--- src/rtl/rca_input_dispatch_if.sv ---
// Bundle between the RCA issue controller, the input dispatcher and the grid input units.
// The master drives operands, table writes and grid pops; the slave (dispatcher) drives FIFO heads.
interface rca_input_dispatch_if #(
    parameter int unsigned XLEN           = 32,
    parameter int unsigned NUM_READ_PORTS = 5,
    parameter int unsigned NUM_RCAS       = 4
);
    localparam int unsigned RcaW = (NUM_RCAS > 1) ? $clog2(NUM_RCAS) : 1;

    logic                                     buf_data_valid;
    logic                                     clear_fifos;
    logic [RcaW-1:0]                          rca_sel_buf;
    logic [NUM_READ_PORTS-1:0][XLEN-1:0]      buf_rs_data;
    logic                                     cfg_we;
    logic [RcaW-1:0]                          cfg_rca;
    logic [NUM_READ_PORTS-1:0]                cfg_mask;
    logic [NUM_READ_PORTS-1:0]                grid_pop;
    logic [NUM_READ_PORTS-1:0][XLEN-1:0]      grid_data;
    logic [NUM_READ_PORTS-1:0]                grid_valid;
    logic                                     dispatch_stall;
    logic                                     overflow_err;

    modport master (
        output buf_data_valid, clear_fifos, rca_sel_buf, buf_rs_data,
               cfg_we, cfg_rca, cfg_mask, grid_pop,
        input  grid_data, grid_valid, dispatch_stall, overflow_err
    );

    modport slave (
        input  buf_data_valid, clear_fifos, rca_sel_buf, buf_rs_data,
               cfg_we, cfg_rca, cfg_mask, grid_pop,
        output grid_data, grid_valid, dispatch_stall, overflow_err
    );
endinterface

--- src/rtl/rca_input_dispatch.sv ---
// Pushes buffered read-port operands into per-port FIFOs feeding the RCA grid input units,
// gated by a per-RCA port-enable table; all FIFOs flush on an accelerator switch.
module rca_input_dispatch #(
    parameter int unsigned XLEN           = 32,
    parameter int unsigned NUM_READ_PORTS = 5,
    parameter int unsigned NUM_RCAS       = 4,
    parameter int unsigned FIFO_DEPTH     = 4
) (
    input  logic                  clk,
    input  logic                  rst,
    rca_input_dispatch_if.slave   bus
);
    localparam int unsigned PtrW = $clog2(FIFO_DEPTH);
    localparam int unsigned CntW = PtrW + 1;
    localparam logic [CntW-1:0] Depth    = CntW'(FIFO_DEPTH);
    localparam logic [CntW-1:0] StallLvl = CntW'(FIFO_DEPTH - 1);

    logic [NUM_READ_PORTS-1:0] r_table [NUM_RCAS];
    logic [XLEN-1:0]           r_mem   [NUM_READ_PORTS][FIFO_DEPTH];
    logic [PtrW-1:0]           r_wptr  [NUM_READ_PORTS];
    logic [PtrW-1:0]           r_rptr  [NUM_READ_PORTS];
    logic [CntW-1:0]           r_count [NUM_READ_PORTS];
    logic                      r_overflow;

    logic [NUM_READ_PORTS-1:0] w_mask;
    logic [NUM_READ_PORTS-1:0] w_push;
    logic [NUM_READ_PORTS-1:0] w_pop;
    logic [NUM_READ_PORTS-1:0] w_accept;
    logic [NUM_READ_PORTS-1:0] w_drop;
    logic [PtrW-1:0]           w_waddr [NUM_READ_PORTS];

    // Mask is read before any same-cycle table write lands, so a push uses the old entry.
    assign w_mask = r_table[bus.rca_sel_buf];

    always_comb begin
        for (int p = 0; p < NUM_READ_PORTS; p++) begin
            w_push[p]   = bus.buf_data_valid & w_mask[p];
            w_pop[p]    = bus.grid_pop[p] & (r_count[p] != '0) & ~bus.clear_fifos;
            // After a clear the FIFO is empty, so the push always lands in slot 0.
            w_accept[p] = w_push[p] & (bus.clear_fifos | (r_count[p] != Depth) | w_pop[p]);
            w_drop[p]   = w_push[p] & ~w_accept[p];
            w_waddr[p]  = bus.clear_fifos ? '0 : r_wptr[p];
        end
    end

    always_ff @(posedge clk) begin
        if (rst) begin
            for (int r = 0; r < NUM_RCAS; r++) begin
                r_table[r] <= '1;
            end
            for (int p = 0; p < NUM_READ_PORTS; p++) begin
                r_wptr[p]  <= '0;
                r_rptr[p]  <= '0;
                r_count[p] <= '0;
            end
            r_overflow <= 1'b0;
        end else begin
            if (bus.cfg_we) begin
                r_table[bus.cfg_rca] <= bus.cfg_mask;
            end
            if (|w_drop) begin
                r_overflow <= 1'b1;
            end
            for (int p = 0; p < NUM_READ_PORTS; p++) begin
                if (bus.clear_fifos) begin
                    r_rptr[p]  <= '0;
                    r_wptr[p]  <= w_accept[p] ? PtrW'(1) : '0;
                    r_count[p] <= w_accept[p] ? CntW'(1) : '0;
                end else begin
                    if (w_accept[p]) begin
                        r_wptr[p] <= r_wptr[p] + PtrW'(1);
                    end
                    if (w_pop[p]) begin
                        r_rptr[p] <= r_rptr[p] + PtrW'(1);
                    end
                    r_count[p] <= r_count[p] + CntW'(w_accept[p]) - CntW'(w_pop[p]);
                end
            end
        end
    end

    // Storage carries no reset; contents are only observable while the count is non-zero.
    always_ff @(posedge clk) begin
        for (int p = 0; p < NUM_READ_PORTS; p++) begin
            if (!rst && w_accept[p]) begin
                r_mem[p][w_waddr[p]] <= bus.buf_rs_data[p];
            end
        end
    end

    always_comb begin
        bus.dispatch_stall = 1'b0;
        for (int p = 0; p < NUM_READ_PORTS; p++) begin
            bus.grid_data[p]  = r_mem[p][r_rptr[p]];
            bus.grid_valid[p] = (r_count[p] != '0);
            if (w_mask[p] && (r_count[p] >= StallLvl)) begin
                bus.dispatch_stall = 1'b1;
            end
        end
        bus.overflow_err = r_overflow;
    end
endmodule

--- src/flat_wrapper.sv ---
// flat-port wrapper written by rule: the top's interface ports become plain ports
module rca_input_dispatch_flat 
#(
    parameter int unsigned XLEN           = 32,
    parameter int unsigned NUM_READ_PORTS = 5,
    parameter int unsigned NUM_RCAS       = 4,
    parameter int unsigned FIFO_DEPTH     = 4
)
  (clk, rst, bus_buf_data_valid, bus_clear_fifos, bus_rca_sel_buf, bus_buf_rs_data, bus_cfg_we, bus_cfg_rca, bus_cfg_mask, bus_grid_pop, bus_grid_data, bus_grid_valid, bus_dispatch_stall, bus_overflow_err);
  rca_input_dispatch_if #(.XLEN(XLEN), .NUM_READ_PORTS(NUM_READ_PORTS), .NUM_RCAS(NUM_RCAS)) bus_i ();
  input  logic clk;
  input  logic rst;
  input wire logic [$bits(bus_i.buf_data_valid)-1:0] bus_buf_data_valid;
  input wire logic [$bits(bus_i.clear_fifos)-1:0] bus_clear_fifos;
  input wire logic [$bits(bus_i.rca_sel_buf)-1:0] bus_rca_sel_buf;
  input wire logic [$bits(bus_i.buf_rs_data)-1:0] bus_buf_rs_data;
  input wire logic [$bits(bus_i.cfg_we)-1:0] bus_cfg_we;
  input wire logic [$bits(bus_i.cfg_rca)-1:0] bus_cfg_rca;
  input wire logic [$bits(bus_i.cfg_mask)-1:0] bus_cfg_mask;
  input wire logic [$bits(bus_i.grid_pop)-1:0] bus_grid_pop;
  output wire logic [$bits(bus_i.grid_data)-1:0] bus_grid_data;
  output wire logic [$bits(bus_i.grid_valid)-1:0] bus_grid_valid;
  output wire logic [$bits(bus_i.dispatch_stall)-1:0] bus_dispatch_stall;
  output wire logic [$bits(bus_i.overflow_err)-1:0] bus_overflow_err;
  assign bus_i.buf_data_valid = bus_buf_data_valid;
  assign bus_i.clear_fifos = bus_clear_fifos;
  assign bus_i.rca_sel_buf = bus_rca_sel_buf;
  assign bus_i.buf_rs_data = bus_buf_rs_data;
  assign bus_i.cfg_we = bus_cfg_we;
  assign bus_i.cfg_rca = bus_cfg_rca;
  assign bus_i.cfg_mask = bus_cfg_mask;
  assign bus_i.grid_pop = bus_grid_pop;
  assign bus_grid_data = bus_i.grid_data;
  assign bus_grid_valid = bus_i.grid_valid;
  assign bus_dispatch_stall = bus_i.dispatch_stall;
  assign bus_overflow_err = bus_i.overflow_err;
  rca_input_dispatch #(.XLEN(XLEN), .NUM_READ_PORTS(NUM_READ_PORTS), .NUM_RCAS(NUM_RCAS), .FIFO_DEPTH(FIFO_DEPTH)) u_core (.clk(clk), .rst(rst), .bus(bus_i));
endmodule
--- config.mk ---
export PLATFORM = sky130hd
export DESIGN_NAME = rca_input_dispatch_flat
export DESIGN_NICKNAME = d
export VERILOG_FILES = /design/src/rtl/rca_input_dispatch_if.sv /design/src/rtl/rca_input_dispatch.sv /design/src/flat_wrapper.sv
export SDC_FILE = /design/constraint.sdc
export NUM_CORES = 1
export LEC_CHECK = 0
export BUFFER_PORTS_ARGS = -buffer_cell sky130_fd_sc_hd__buf_2
export CAP_MARGIN = 30
export CORE_AREA = 2 2 215 217
export DETAILED_ROUTE_END_ITERATION = 10
export DIE_AREA = 0 0 217 219
export HOLD_SLACK_MARGIN = 0.02
export PLACE_DENSITY = 0.8
export SYNTH_ARGS = -nofsm -noshare
export SYNTH_HDL_FRONTEND = slang
export SYNTH_SLANG_ARGS = --single-unit
--- constraint.sdc ---
create_clock -name clk -period 15.6 [get_ports clk]
set_input_delay 4.68 -clock clk [delete_from_list [all_inputs] [get_ports clk]]
set_output_delay 4.68 -clock clk [all_outputs]
set_load 0.01 [all_outputs]
==> results of run 1 <==
registers in the layout, summed over array words and instances (netlist names):
register	count
u_core.r_table	20
u_core.r_rptr	10
u_core.r_mem	640
u_core.r_count	15
u_core.r_wptr	10
u_core.bus.overflow_err	1
how the worst max path moves through the flow:
stage | from | endpoint | slack [ns] | cells past startpoint
after floorplan | bus_rca_sel_buf[0] | bus_dispatch_stall | 5.11 | 4
after global placement | bus_rca_sel_buf[0] | bus_dispatch_stall | 4.80 | 5
after detailed placement | bus_rca_sel_buf[0] | bus_dispatch_stall | 4.81 | 5
after CTS | bus_rca_sel_buf[0] | bus_dispatch_stall | 4.80 | 5
after global routing | bus_rca_sel_buf[0] | bus_dispatch_stall | 4.73 | 5
final | bus_rca_sel_buf[0] | bus_dispatch_stall | 4.81 | 5
cells in the mapped netlist (2+ instances only):
master	n
o211ai_1	5
nor3b_1	8
ha_1	15
and3_1	2
a21oi_1	2
or4b_1	2
nor3_1	11
fa_1	5
nor2_1	42
or4_1	3
and4_1	4
o21ai_0	5
mux2i_1	4
and2_1	5
nor2b_1	6
buf_2	15
nor4_1	2
edfxtp_1	695
buf_1	5
or3b_1	2
nand2_1	26
clkbuf_1	30
or2_2	4
nand2b_1	24
inv_1	31
nand3_1	14
xnor2_1	14
mux4_2	165
power by group through the flow:
stage / sequential, mW / combinational [mW] / clock [mW]
2_1_floorplan: 2.15 / 0.175 / 0
3_3_place_gp: 2.15 / 0.286 / 0
3_5_place_dp: 2.15 / 0.293 / 0
4_1_cts: 2.12 / 0.297 / 1.68
5_1_grt: 2.12 / 0.317 / 1.75
6_report: 2.12 / 0.291 / 1.64
layer usage:
layer	share of wire	up-vias	track usage
li1	-	5610	-
met1	0.38	6549	0.287
met2	0.51	455	0.366
met3	0.079	100	0.0614
met4	0.027	14	0.0801
met5	0.0016	-	0
area by class of cell:
type | count | area [sq um]
tap | 600 | 751
fill | 2791 | 13800
multi-input combinational | 392 | 5230
antenna | 5 | 12.5
sequential | 696 | 20900
inverter | 31 | 116
clock inverter | 43 | 450
timing repair buffer | 376 | 1980
clock buffer | 86 | 1810
cells by family after synthesis:
kind of cell,Yosys count,synth area share
DFF,696,0.793
muxes,169,0.143
and+or+nand+nor,156,0.0309
buffers and inverters,82,0.0125
adders and majority gates,20,0.0109
AOI/OAI and AO/OA,18,0.00471
xor gates and xnor gates,14,0.00466
other,1,0.000142
placed cells by master, fill, tap and decap left out, drive strengths merged, types with 2 or more instances in the layout:
master	count
xnor2	14
or3b	2
o21ai	5
edfxtp	695
nand2	26
or4	3
nor2	42
nor3b	8
a21oi	3
buf	376
ha	15
mux4	165
clkbuf	86
clkinv	27
bufinv	7
or4b	2
nand3	14
nor2b	6
and2	5
o211ai	5
mux2i	4
or2	4
diode	5
and3	2
nand2b	24
and4	4
nor4	2
fa	5
clkinvlp	4
conb	15
nor3	11
inv	36
worst register-to-register path: cells and delay by family, from the launching register on:
kind                     cells  cell delay [ns]
AND/OR/NAND/NOR              2             0.66
adder cells (fa/ha/maj)      2             0.60
AO/OA/AOI/OAI                1             0.50
flip-flops                   1             0.43
XOR/XNOR                     1             0.17
buffers and inverters        1             0.09
==> reports/metrics.cfg, run 1 <==
[layout]
fin_area_sq_um=31300
drive_above_1_share=0.408
utilization=0.693
finalNetCount=1766
syn_to_final_growth_pct=18.7
instances_no_fill=2229

[synthesis]
synthCells=1156
async_reset_ff_frac=0
netlist_area_sq_um=26300
synth-seq-cells=696
avgSynthCellArea_sq_um=22.8
ys_types=38
seq_area_frac_synth=0.793
yosys_warnings=0
synth_edf_count=695
synthTopCellsByArea=edfxtp_1 (79%), mux4_2 (14%), ha_1 (0.71%)
netlist.area_leader.share=0.793
yosysTopAreaCell=edfxtp_1
synth-main-ff-cell=edfxtp_1

[detailed_routing]
drc=0
drt_iter0_drc=914
ant_nets=0
vias=12700
dr.pass1.iters=5
drt-wirelength-per-cell_um=23.3
wirelength_um=51800
vias_per_cell=5.71

[timing]
tightest_slew_ns=0.731
min_period_ns=10.79
timing.final.crit_share=0.691
timing.final.hold_violations=0
finClkSkew_ns=0.0218
setup-violations-final=0
fin_tns_setup_ns=0
fin_ws_ns=4.81
drv_slew=0
maxSlewHeadroom=0.509
rsz0062_at_grt=no
max_freq_mhz=92.7
hold_ws_ns=0.532

[worst_setup_path]
path_max_fanout=5
r2r-end=u_core.r_count[2][2]
start_kind=input port
cp_top_family=multiplexers
critPathKind=in2out
reg2reg_slack_ns=12.90
cp.arrival_ns=6.11
slowest_delay_ns=0.57
cp_common_cell=buf_2
rr_worst_depth=7
crit_buf_inv=2
crit_chain=buf_2 > mux4_2 > a222oi_1 > nand3_1 > buf_2
r2r-start=u_core.r_count[2][1]
cp_data_required_time_ns=10.92
end_kind=output port
crit_slowest_cell=mux4_2

[clocking]
htree_num_levels=3
cts-root-buf=clkbuf_16
insertion_delay_ns=0.60
cts.sinks=696
tritoncts=yes
clk_pin_slew_ns=0.06
cts_resized=0
postCtsSetupBuffers=0
hold_buffers=0
cts_inserted_buffers=70
clock_path_buffers=3

[run_status]
outcome=finished, final reports clean

[min_path]
min_from=u_core.bus.overflow_err
holdPathStages=2
hold_class=reg2reg
holdPathEnd=u_core.bus.overflow_err

[placement]
portBuffers=345
gp_congestion=0.767
dp_cells=2095
place_area_sq_um=29000
dp_hpwl_um=32500
place_ws_ns=4.81

[pwr]
ir_drop_mv=0.120
p_leak_nw=10.6
internal_power_mw=3.18
p_per_area_nw_per_um2=130
switching_share=0.213
p_total_mw=4.05
clkPwrFrac=0.405
comb_power_share=0.072
seq_power_share=0.523
p_switching_mw=0.862

[grt]
grt_max_degree=35
grt_pass1_wl_um=78400
grt-ovfl-total=0
gr-usage-all-layers=0.222
antenna_found_initial=13
grt_pass1_vias=13400

[die]
dieWidth_um=217
die_area_sq_um=47500
die_y_um=219
rows=78
ioPinCount=346
coreArea_sq_um=45100
start_util=0.584

[run]
maxCapViolCount=0

(Power assumes the default switching activity.)
==> run 2, diff against run 1 <==
--- a/config.mk
+++ b/config.mk
@@ -7,11 +7,11 @@
 export LEC_CHECK = 0
 export BUFFER_PORTS_ARGS = -buffer_cell sky130_fd_sc_hd__buf_2
 export CAP_MARGIN = 30
-export CORE_AREA = 2 2 215 217
+export CORE_AREA = 2 2 229 231
 export DETAILED_ROUTE_END_ITERATION = 10
-export DIE_AREA = 0 0 217 219
+export DIE_AREA = 0 0 231 233
 export HOLD_SLACK_MARGIN = 0.02
-export PLACE_DENSITY = 0.8
+export PLACE_DENSITY = 0.75
 export SYNTH_ARGS = -nofsm -noshare
 export SYNTH_HDL_FRONTEND = slang
 export SYNTH_SLANG_ARGS = --single-unit
==> constraint.sdc (replaced) <==
create_clock -name clk -period 9.6 [get_ports clk]
set_input_delay 2.88 -clock clk [delete_from_list [all_inputs] [get_ports clk]]
set_output_delay 2.88 -clock clk [all_outputs]
set_load 0.01 [all_outputs]
==> run 2 against run 1 <==
Net effect:
- sequential cell count did not move
- total power increased by 57%
- sequential power up 62%
- largest cell class unchanged
- clock skew down 0.0034 ns
- final cell count up 3.1%
==> reports/metrics.cfg, run 2 (synthesis gave the netlist of run 1 again) <==
[run_status]
outcome=finished, final reports clean

[layout]
final-seq-area_sq_um=20900  ; unchanged
syn_to_final_growth_pct=18.3
multiInputGateArea_sq_um=5230  ; unchanged
finalNetCount=1766  ; unchanged
layout_common_cells=edfxtp_1 (695), buf_2 (345), mux4_2 (165)
layout_commonest_cell=edfxtp_1
drive_above_1_share=0.401  ; -0.00689
utilization=0.610  ; -0.0834
largest_reg_flops=640  ; unchanged
fill_cells=3607  ; +29%

[clocking]
cts_inserted_buffers=70  ; unchanged
postCtsSetupBuffers=0  ; unchanged
hold_buffers=0  ; unchanged
cts-root-buf=clkbuf_16
clk_pin_slew_ns=0.06  ; about the same
insertion_delay_ns=0.58  ; -0.02 ns
clock_path_buffers=3  ; unchanged
htree_num_levels=3  ; unchanged
cts_resized=0  ; unchanged
tritoncts=yes
cts.sinks=696  ; unchanged

[grt]
grt-ovfl-total=0  ; unchanged
gr-usage-all-layers=0.191  ; -0.0314
grt_pass1_vias=13100  ; -2.0%
antenna_found_initial=17  ; +4
grt_max_degree=35  ; unchanged
grt_pass1_wl_um=76700  ; -2.3%

[worst_setup_path]
cp_common_cell=buf_2
end_kind=output port
crit_slowest_cell=mux4_2
cp_data_required_time_ns=6.72  ; -4.20 ns
cp.arrival_ns=4.30  ; -1.81 ns
slowest_delay_ns=0.56  ; about the same
path_max_fanout=5  ; unchanged
critPathKind=in2out
start_kind=input port
crit_chain=buf_2 > mux4_2 > a222oi_1 > nand3_1 > buf_2

[die]
coreArea_sq_um=51100  ; +13%
dieWidth_um=231  ; +6.5%
ioPinCount=346  ; unchanged
start_util=0.515  ; -0.0686
rows=83  ; +6.4%
die_area_sq_um=53800  ; +13%
die_y_um=233  ; +6.4%

[detailed_routing]
drt_iter0_drc=786  ; -14%
vias=12500  ; -1.7%
ant_nets=0  ; unchanged
vias_per_cell=5.45  ; -4.6%
dr.pass1.iters=4  ; -1
drt-wirelength-per-cell_um=22.0  ; -5.4%
drc=0  ; unchanged
wirelength_um=50600  ; -2.4%

[pwr]
ir_drop_mv=0.154  ; +28%
comb_power_share=0.074  ; +0.002
seq_power_share=0.539  ; +0.016
switching_share=0.210  ; -0.00327
internal_power_mw=5.03  ; +58%
clkPwrFrac=0.387  ; -0.018
p_per_area_nw_per_um2=204  ; +58%
p_switching_mw=1.34  ; +55%
p_leak_nw=10.5  ; -0.81%

[timing]
drv_slew=0  ; unchanged
tightest_slew_ns=0.753  ; +0.0219 ns
max_freq_mhz=139
finClkSkew_ns=0.0184  ; -0.00338 ns
rsz0062_at_grt=no
fin_tns_setup_ns=0  ; unchanged
min_period_ns=7.18
timing.final.crit_share=0.748
maxSlewHeadroom=0.497  ; -0.0119
timing.final.hold_violations=0  ; unchanged
setup-violations-final=0  ; unchanged

[placement]
portBuffers=345  ; unchanged
gp_congestion=0.765  ; -0.22%
dp_hpwl_um=31900  ; -1.9%

[run]
maxCapViolCount=0  ; unchanged

[min_path]
hold_class=reg2reg

[run 2: stage by stage]
stage               instance area (sq um)  hold WS (ns)  total power [mW]  std cells  worst slack [ns]
CTS                                 31100         0.592              6.45       2292              2.39
finish                              31200         0.600              6.37       2298              2.42
global route                        31100         0.623              6.60       2294              2.29
detailed placement                  29100         0.568              3.98       2175              2.40
floorplan                           26400         0.547              3.78       1170              2.09
global placement                    29000         0.567              3.96       2173              2.40
[run 2: final timing paths]
check                                              from                 endpoint  depth (start not counted)  slack [ns]
worst max-delay path                 bus_rca_sel_buf[0]       bus_dispatch_stall                          5        2.42
worst min-delay path            u_core.bus.overflow_err  u_core.bus.overflow_err                          2        0.60
worst max register to register     u_core.r_count[4][1]     u_core.r_count[4][2]                          7        6.81
worst min register to register  u_core.bus.overflow_err  u_core.bus.overflow_err                          2        0.60
[run 2: layout make-up]
type,count,area share
antenna,6,0.000482
clock buffer,85,0.0601
clock inverter,32,0.00614
inverter,31,0.00374
multi-input combinational,392,0.168
sequential,696,0.671
tap,680,0.0273
timing repair buffer,376,0.0637
[run 2: power groups by stage]
stage	Combinational, mW	Sequential, mW	Clock (mW)
3_5_place_dp	0.480	3.50	0
6_report	0.471	3.44	2.46
2_1_floorplan	0.284	3.49	0
3_3_place_gp	0.469	3.49	0
4_1_cts	0.483	3.44	2.53
5_1_grt	0.517	3.44	2.64
[run 2: per-layer routing]
layer	GRT usage	wire length, um	part of all wire	vias up
met2	0.309	25500	0.50	348
met3	0.0484	3220	0.064	70
li1	-	-	-	5598
met4	0.0633	979	0.019	18
met5	0	115	0.0023	-
met1	0.255	20800	0.41	6481
[run 2: worst max-delay path: cells and delay by family]
family,cells,cell delay [ns]
multiplexers,1,0.56
buffers and inverters,2,0.35
AO/OA/AOI/OAI,1,0.33
AND/OR/NAND/NOR,1,0.18
